--- config.mk ---
export PLATFORM = sky130hd
export DESIGN_NAME = accel_axis_scheduler
export DESIGN_NICKNAME = d
export VERILOG_FILES = /design/src/rtl/accel_axis_scheduler.sv
export SDC_FILE = /design/constraint.sdc
export NUM_CORES = 1
export LEC_CHECK = 0
export CAP_MARGIN = 20
export CORE_AREA = 10 10 191 103
export DETAILED_ROUTE_END_ITERATION = 10
export DIE_AREA = 0 0 201 113
export PLACE_DENSITY = 0.61
export SLEW_MARGIN = 5
export SYNTH_ARGS = -nofsm -noshare
export SYNTH_HDL_FRONTEND = slang
export SYNTH_SLANG_ARGS = --single-unit
--- constraint.sdc ---
create_clock -name iCLK -period 2.9 [get_ports iCLK]
set_input_delay 0.58 -clock iCLK [delete_from_list [all_inputs] [get_ports iCLK]]
set_output_delay 0.58 -clock iCLK [all_outputs]
set_load 0.01 [all_outputs]
--- src/rtl/accel_axis_scheduler.sv ---
// Purpose: sequences the SPI accelerometer reader across X/Y/Z and keeps a per-axis snapshot bank fresh.
// Latency: SELECT + SETTLE_CYCLES + DISCARD strobes + 1 capture strobe per slot; host ack 1 clk after capture.
// Backpressure: none; one host request held at a time, further requests dropped until it is acked.
module accel_axis_scheduler #(
  parameter int SETTLE_CYCLES = 100,  // must be >= 1
  parameter int DISCARD       = 1,
  parameter int TIMEOUT       = 50000 // must be >= 1
) (
  input  logic        iCLK,
  input  logic        iRSTN,
  input  logic        iEN,
  input  logic [15:0] iSAMPLE,
  input  logic        iSAMPLE_STB,
  output logic [1:0]  oDIMENSION,
  input  logic        iHOST_REQ,
  input  logic [1:0]  iHOST_AXIS,
  output logic        oHOST_ACK,
  output logic [15:0] oHOST_DATA,
  output logic [15:0] oAXIS_X,
  output logic [15:0] oAXIS_Y,
  output logic [15:0] oAXIS_Z,
  output logic [2:0]  oFRESH,
  output logic        oTIMEOUT
);

  // Counters only need to reach their last value (N-1).
  localparam int SET_W  = (SETTLE_CYCLES > 1) ? $clog2(SETTLE_CYCLES) : 1;
  localparam int DIS_W  = (DISCARD > 1) ? $clog2(DISCARD) : 1;
  localparam int WAIT_W = (TIMEOUT > 1) ? $clog2(TIMEOUT) : 1;
  localparam logic [SET_W-1:0]  SET_LAST  = SET_W'(SETTLE_CYCLES - 1);
  localparam logic [DIS_W-1:0]  DIS_LAST  = DIS_W'(DISCARD - 1);
  localparam logic [WAIT_W-1:0] WAIT_LAST = WAIT_W'(TIMEOUT - 1);

  typedef enum logic [2:0] {
    S_IDLE    = 3'd0,
    S_SELECT  = 3'd1,
    S_SETTLE  = 3'd2,
    S_DISCARD = 3'd3,
    S_CAPTURE = 3'd4
  } state_t;

  state_t            state, state_nxt;
  logic [SET_W-1:0]  settle_cnt;
  logic [DIS_W-1:0]  discard_cnt;
  logic [WAIT_W-1:0] wait_cnt;
  logic [1:0]        rr_ptr;
  logic [1:0]        host_axis;
  logic              host_pend;
  logic              slot_host;

  logic              in_wait;
  logic              capture_evt;
  logic              timeout_evt;
  logic              slot_end;
  logic              host_done;
  logic              req_take;
  logic              req_bad;
  logic              host_pend_nxt;
  logic              end_to_select;
  logic [15:0]       axis_cur;
  logic [2:0]        dim_mask;

  // Slot events and host request arbitration.
  always_comb begin
    in_wait     = (state == S_DISCARD) || (state == S_CAPTURE);
    capture_evt = (state == S_CAPTURE) && iSAMPLE_STB;
    timeout_evt = in_wait && (wait_cnt == WAIT_LAST) && !capture_evt;
    slot_end    = capture_evt || timeout_evt;
    host_done   = slot_end && slot_host;
    // A valid request may land on the very cycle the pending one is retired.
    req_take    = iHOST_REQ && (iHOST_AXIS != 2'd3) && (!host_pend || host_done);
    // Invalid-axis requests are answered immediately; only taken when nothing is
    // pending, so their ack can never collide with a slot ack.
    req_bad     = iHOST_REQ && (iHOST_AXIS == 2'd3) && !host_pend;
    host_pend_nxt = req_take || (host_pend && !host_done);
    end_to_select = iEN || host_pend_nxt;
    axis_cur = 16'h0000;
    dim_mask = 3'b000;
    case (oDIMENSION)
      2'd0:    begin axis_cur = oAXIS_X; dim_mask = 3'b001; end
      2'd1:    begin axis_cur = oAXIS_Y; dim_mask = 3'b010; end
      2'd2:    begin axis_cur = oAXIS_Z; dim_mask = 3'b100; end
      default: begin axis_cur = 16'h0000; dim_mask = 3'b000; end
    endcase
  end

  // Next-state logic for the slot sequencer.
  always_comb begin
    state_nxt = state;
    case (state)
      S_IDLE:    if (host_pend || iEN) state_nxt = S_SELECT;
      S_SELECT:  state_nxt = S_SETTLE;
      S_SETTLE:  if (settle_cnt == SET_LAST) state_nxt = (DISCARD == 0) ? S_CAPTURE : S_DISCARD;
      S_DISCARD: begin
        if (timeout_evt)                                  state_nxt = end_to_select ? S_SELECT : S_IDLE;
        else if (iSAMPLE_STB && (discard_cnt == DIS_LAST)) state_nxt = S_CAPTURE;
      end
      S_CAPTURE: if (slot_end) state_nxt = end_to_select ? S_SELECT : S_IDLE;
      default:   state_nxt = S_IDLE;
    endcase
  end

  // State register.
  always_ff @(posedge iCLK or negedge iRSTN) begin
    if (!iRSTN) state <= S_IDLE;
    else        state <= state_nxt;
  end

  // Settle, discard and wait counters; cleared at every slot start, saturating.
  always_ff @(posedge iCLK or negedge iRSTN) begin
    if (!iRSTN) begin
      settle_cnt  <= '0;
      discard_cnt <= '0;
      wait_cnt    <= '0;
    end else if (state == S_SELECT) begin
      settle_cnt  <= '0;
      discard_cnt <= '0;
      wait_cnt    <= '0;
    end else begin
      if ((state == S_SETTLE) && (settle_cnt != SET_LAST))
        settle_cnt <= settle_cnt + 1'b1;
      if ((state == S_DISCARD) && iSAMPLE_STB && (discard_cnt != DIS_LAST))
        discard_cnt <= discard_cnt + 1'b1;
      if (in_wait && (wait_cnt != WAIT_LAST))
        wait_cnt <= wait_cnt + 1'b1;
    end
  end

  // Host pending flag, target selection and round-robin pointer.
  always_ff @(posedge iCLK or negedge iRSTN) begin
    if (!iRSTN) begin
      host_pend  <= 1'b0;
      host_axis  <= 2'd0;
      slot_host  <= 1'b0;
      rr_ptr     <= 2'd0;
      oDIMENSION <= 2'd0;
    end else begin
      host_pend <= host_pend_nxt;
      if (req_take) host_axis <= iHOST_AXIS;
      if (state == S_SELECT) begin
        slot_host  <= host_pend;
        oDIMENSION <= host_pend ? host_axis : rr_ptr;
      end
      // Host-serviced slots leave the round-robin position untouched.
      if (slot_end && !slot_host)
        rr_ptr <= (rr_ptr == 2'd2) ? 2'd0 : rr_ptr + 2'd1;
    end
  end

  // Snapshot bank, fresh flags, host reply and sticky timeout.
  always_ff @(posedge iCLK or negedge iRSTN) begin
    if (!iRSTN) begin
      oAXIS_X    <= 16'h0000;
      oAXIS_Y    <= 16'h0000;
      oAXIS_Z    <= 16'h0000;
      oFRESH     <= 3'b000;
      oHOST_ACK  <= 1'b0;
      oHOST_DATA <= 16'h0000;
      oTIMEOUT   <= 1'b0;
    end else begin
      oHOST_ACK <= 1'b0;
      if (capture_evt) begin
        if (dim_mask[0]) oAXIS_X <= iSAMPLE;
        if (dim_mask[1]) oAXIS_Y <= iSAMPLE;
        if (dim_mask[2]) oAXIS_Z <= iSAMPLE;
      end
      if (timeout_evt) oTIMEOUT <= 1'b1;
      if (slot_end) begin
        if (slot_host)        oFRESH <= oFRESH & ~dim_mask;
        else if (capture_evt) oFRESH <= oFRESH | dim_mask;
      end
      if (host_done) begin
        oHOST_ACK  <= 1'b1;
        oHOST_DATA <= capture_evt ? iSAMPLE : axis_cur;
      end else if (req_bad) begin
        oHOST_ACK  <= 1'b1;
        oHOST_DATA <= 16'h0000;
      end
    end
  end

endmodule

==> results.sh <==
export IMPL_outcome="completed"
export IMPL_ant_nets=0
export IMPL_fp_dieH_um=113
export IMPL_num_vias=3535
export IMPL_p_leak_nw=2.83
export IMPL_final_common_cell="dfrtp_1"
export IMPL_timing_final_crit_share_pct=80.9
export IMPL_ys_seq_elements=104
export IMPL_ctsHoldBuffers=0
export IMPL_cts_buffers=9
export IMPL_synth_avg_cell_area_um2=12.0
export IMPL_tns_ps=0
export IMPL_drt_iter0_drc=198
export IMPL_tritoncts="yes"
export IMPL_final_hold_viol_count=0
export IMPL_cts_resized=0
export IMPL_nets=527
export IMPL_startpoint_type="register"
export IMPL_grt_max_degree=41
export IMPL_drive_above_1_share_pct=21.5
export IMPL_synth_cell_types=48
export IMPL_die_area_um2=22700
export IMPL_row_count=33
export IMPL_via_per_inst=4.82
export IMPL_period_needed_ps=2350
export IMPL_synth_edf_count=0
export IMPL_synth_area_um2=4820
export IMPL_track_usage_pct=11.3
export IMPL_critPathMaxFanout=21
export IMPL_routed_wl_mm=12.8
export IMPL_cts_sinks=104
export IMPL_start_util_pct=29.7
export IMPL_async_reset_ff_share_pct=100
export IMPL_htreeDepth=3
export IMPL_design_portCount=94
export IMPL_syn_num_nets=425
export IMPL_grt_remaining_overflow=0
export IMPL_first_pass_iters=4
export IMPL_hp_class="in -> async"
export IMPL_clk_pin_slew_worst_paths_ps=70
export IMPL_clock_path_buffers=2
export IMPL_postCtsSetupRepairBufs=0
export IMPL_grt_pass1_vias=3832
export IMPL_gp_congestion=0.763
export IMPL_finalSetupViolations=0
export IMPL_slew_headroom_pct=51.3
export IMPL_grt_first_pass_wirelength_mm=20.9
export IMPL_multiInputGateArea_um2=2090
export IMPL_synth_ff_type="dfrtp_1"
export IMPL_maxSlewViolCount=0
export IMPL_vdd_drop_max_uv=390
export IMPL_io_buffers=93
export IMPL_die_w_um=201
export IMPL_required_ps=3120
export IMPL_wire_per_inst_um=17.5
export IMPL_cts_root_buf="clkbuf_16"
export IMPL_syn_inst=400
export IMPL_tightest_slew_ps=727
export IMPL_drv_cap=0
export IMPL_final_area_um2=6410
export IMPL_worst_setup_path_end_kind="register"
export IMPL_critPathKind="reg -> reg"
export IMPL_antenna_found_initial=0
export IMPL_core_area_um2=16200
export IMPL_n_fill_cell=1568
export IMPL_areaGrowthSynthToFinish_pct=33.0
export IMPL_max_freq_mhz=426
export IMPL_yosysSeqAreaShare_pct=54.0
export IMPL_dpl_cell_area_um2=6100
export IMPL_yosys_warnings=0
export IMPL_fin_worst_skew_ps=9.09
export IMPL_clkLatencyLatePin_ps=350
export IMPL_cellPowerDensity_nw_per_um2=889
export IMPL_hpwl_mm=9.24
export IMPL_diodes=0
export IMPL_cp_data_arrival_time_ps=2570
export IMPL_rsz0062_at_grt="false"
export IMPL_final_seq_area_um2=2600
export IMPL_layout_common_cells="dfrtp_1, clkdlybuf4s50_1, mux2_2"
export IMPL_drc=0
[path summary, 6_finish.rpt]
check | start | end | slack (ps) | depth (start not counted)
setup reg to reg | wait_cnt[11] | oHOST_DATA[7] | 550 | 7
hold / removal | iRSTN | oAXIS_X[2] | 220 | 1
hold reg to reg | oTIMEOUT | oTIMEOUT | 480 | 1
setup / recovery | wait_cnt[11] | oHOST_DATA[7] | 550 | 7
min in group iCLK | oTIMEOUT | oTIMEOUT | 480 | 1
max in group asynchronous | iRSTN | oAXIS_Z[15] | 2030 | 2
[routing by layer]
metal	wire length, µm	up-vias	track usage, %	share of wire (%)
li1	-	1674	-	-
met1	5820	1816	13.6	45
met2	6680	34	20.4	52
met3	229	11	2.39	1.8
met4	116	0	2.81	0.90
met5	0	-	0	0
[critical path, stage by stage (launching register included)]
cell and delay, ps:
dfrtp_1 420, or4b_1 580, nor4_4 340, a21oi_2 120, nand2b_4 260, o31a_1 150
buf_4 200, o2bb2ai_1 140
[kinds of logic (layout without fill, tap and decap cells)]
| group | after synthesis | after routing | synth area share (%) |
|---|---|---|---|
| xor gates and xnor gates | 20 | 20 | 3.64 |
| buffers and inverters | 32 | 139 | 2.70 |
| AOI/OAI and AO/OA | 83 | 83 | 12.8 |
| and+or+nand+nor | 88 | 88 | 9.87 |
| adders and majority gates | 2 | 2 | 0.520 |
| muxes | 71 | 71 | 16.5 |
| DFF | 104 | 104 | 54.0 |
[sequential cells by signal (all words and copies together) (netlist names), named ones only]
register	flops
slot_host	1
oAXIS_Z	16
host_axis	2
oHOST_ACK	1
oTIMEOUT	1
state	3
rr_ptr	2
oDIMENSION	2
wait_cnt	16
oAXIS_Y	16
discard_cnt	1
host_pend	1
settle_cnt	7
oHOST_DATA	16
oAXIS_X	16
[where the power goes]
part	internal, mW	leakage [nW]	switching [mW]	total (mW)
logic	1.22	1.30	0.965	2.19
registers	1.88	1.39	0.384	2.27
clock network	0.695	0.137	0.552	1.25
total	3.80	2.83	1.90	5.70
[synth_stat cells, types with 2 or more instances]
| cell | count | area share [%] |
|---|---|---|
| mux2_2 | 66 | 15 |
| nor3_1 | 5 | 0.52 |
| nand3_1 | 12 | 1.2 |
| nand4_1 | 4 | 0.52 |
| xor2_1 | 12 | 2.2 |
| or3_1 | 3 | 0.39 |
| and4_1 | 2 | 0.36 |
| a21boi_0 | 3 | 0.47 |
| nor2b_1 | 3 | 0.39 |
| buf_2 | 2 | 0.21 |
| mux2i_1 | 5 | 1.0 |
| inv_1 | 10 | 0.78 |
| ha_1 | 2 | 0.52 |
| dfrtp_1 | 104 | 54 |
| a211o_1 | 2 | 0.36 |
| o2bb2ai_1 | 16 | 2.9 |
| or4b_1 | 2 | 0.42 |
| o21ai_0 | 24 | 2.5 |
| a21boi_1 | 2 | 0.31 |
| a211oi_1 | 3 | 0.47 |
| xnor2_1 | 8 | 1.5 |
| nor2_1 | 30 | 2.3 |
| and2_1 | 2 | 0.26 |
| a21oi_1 | 9 | 0.94 |
| nand2_1 | 12 | 0.94 |
| clkbuf_1 | 18 | 1.4 |
| and3_1 | 3 | 0.39 |
| a221o_1 | 16 | 3.3 |
[stage by stage]
step	power, mW	cells	utilization, %	hold slack, ps	worst slack (ps)
final	5.70	734	39.5	222	554
after CTS	5.78	734	39.5	232	544
after global routing	6.04	734	39.5	249	375
after detailed placement	4.51	718	37.6	475	472
after global placement	4.46	718	37.6	472	495
after floorplan	3.32	400	-	284	535
[area by class of cell]
class	count	share of cell area (%)
flip-flops and latches	104	40.6
multi-input cells	264	32.6
repair buffers	112	16.9
well taps	227	4.43
clock buffers	10	3.73
clock inverters	6	1.07
inverters	11	0.644
Note: power is estimated with default switching activity, not from simulation.
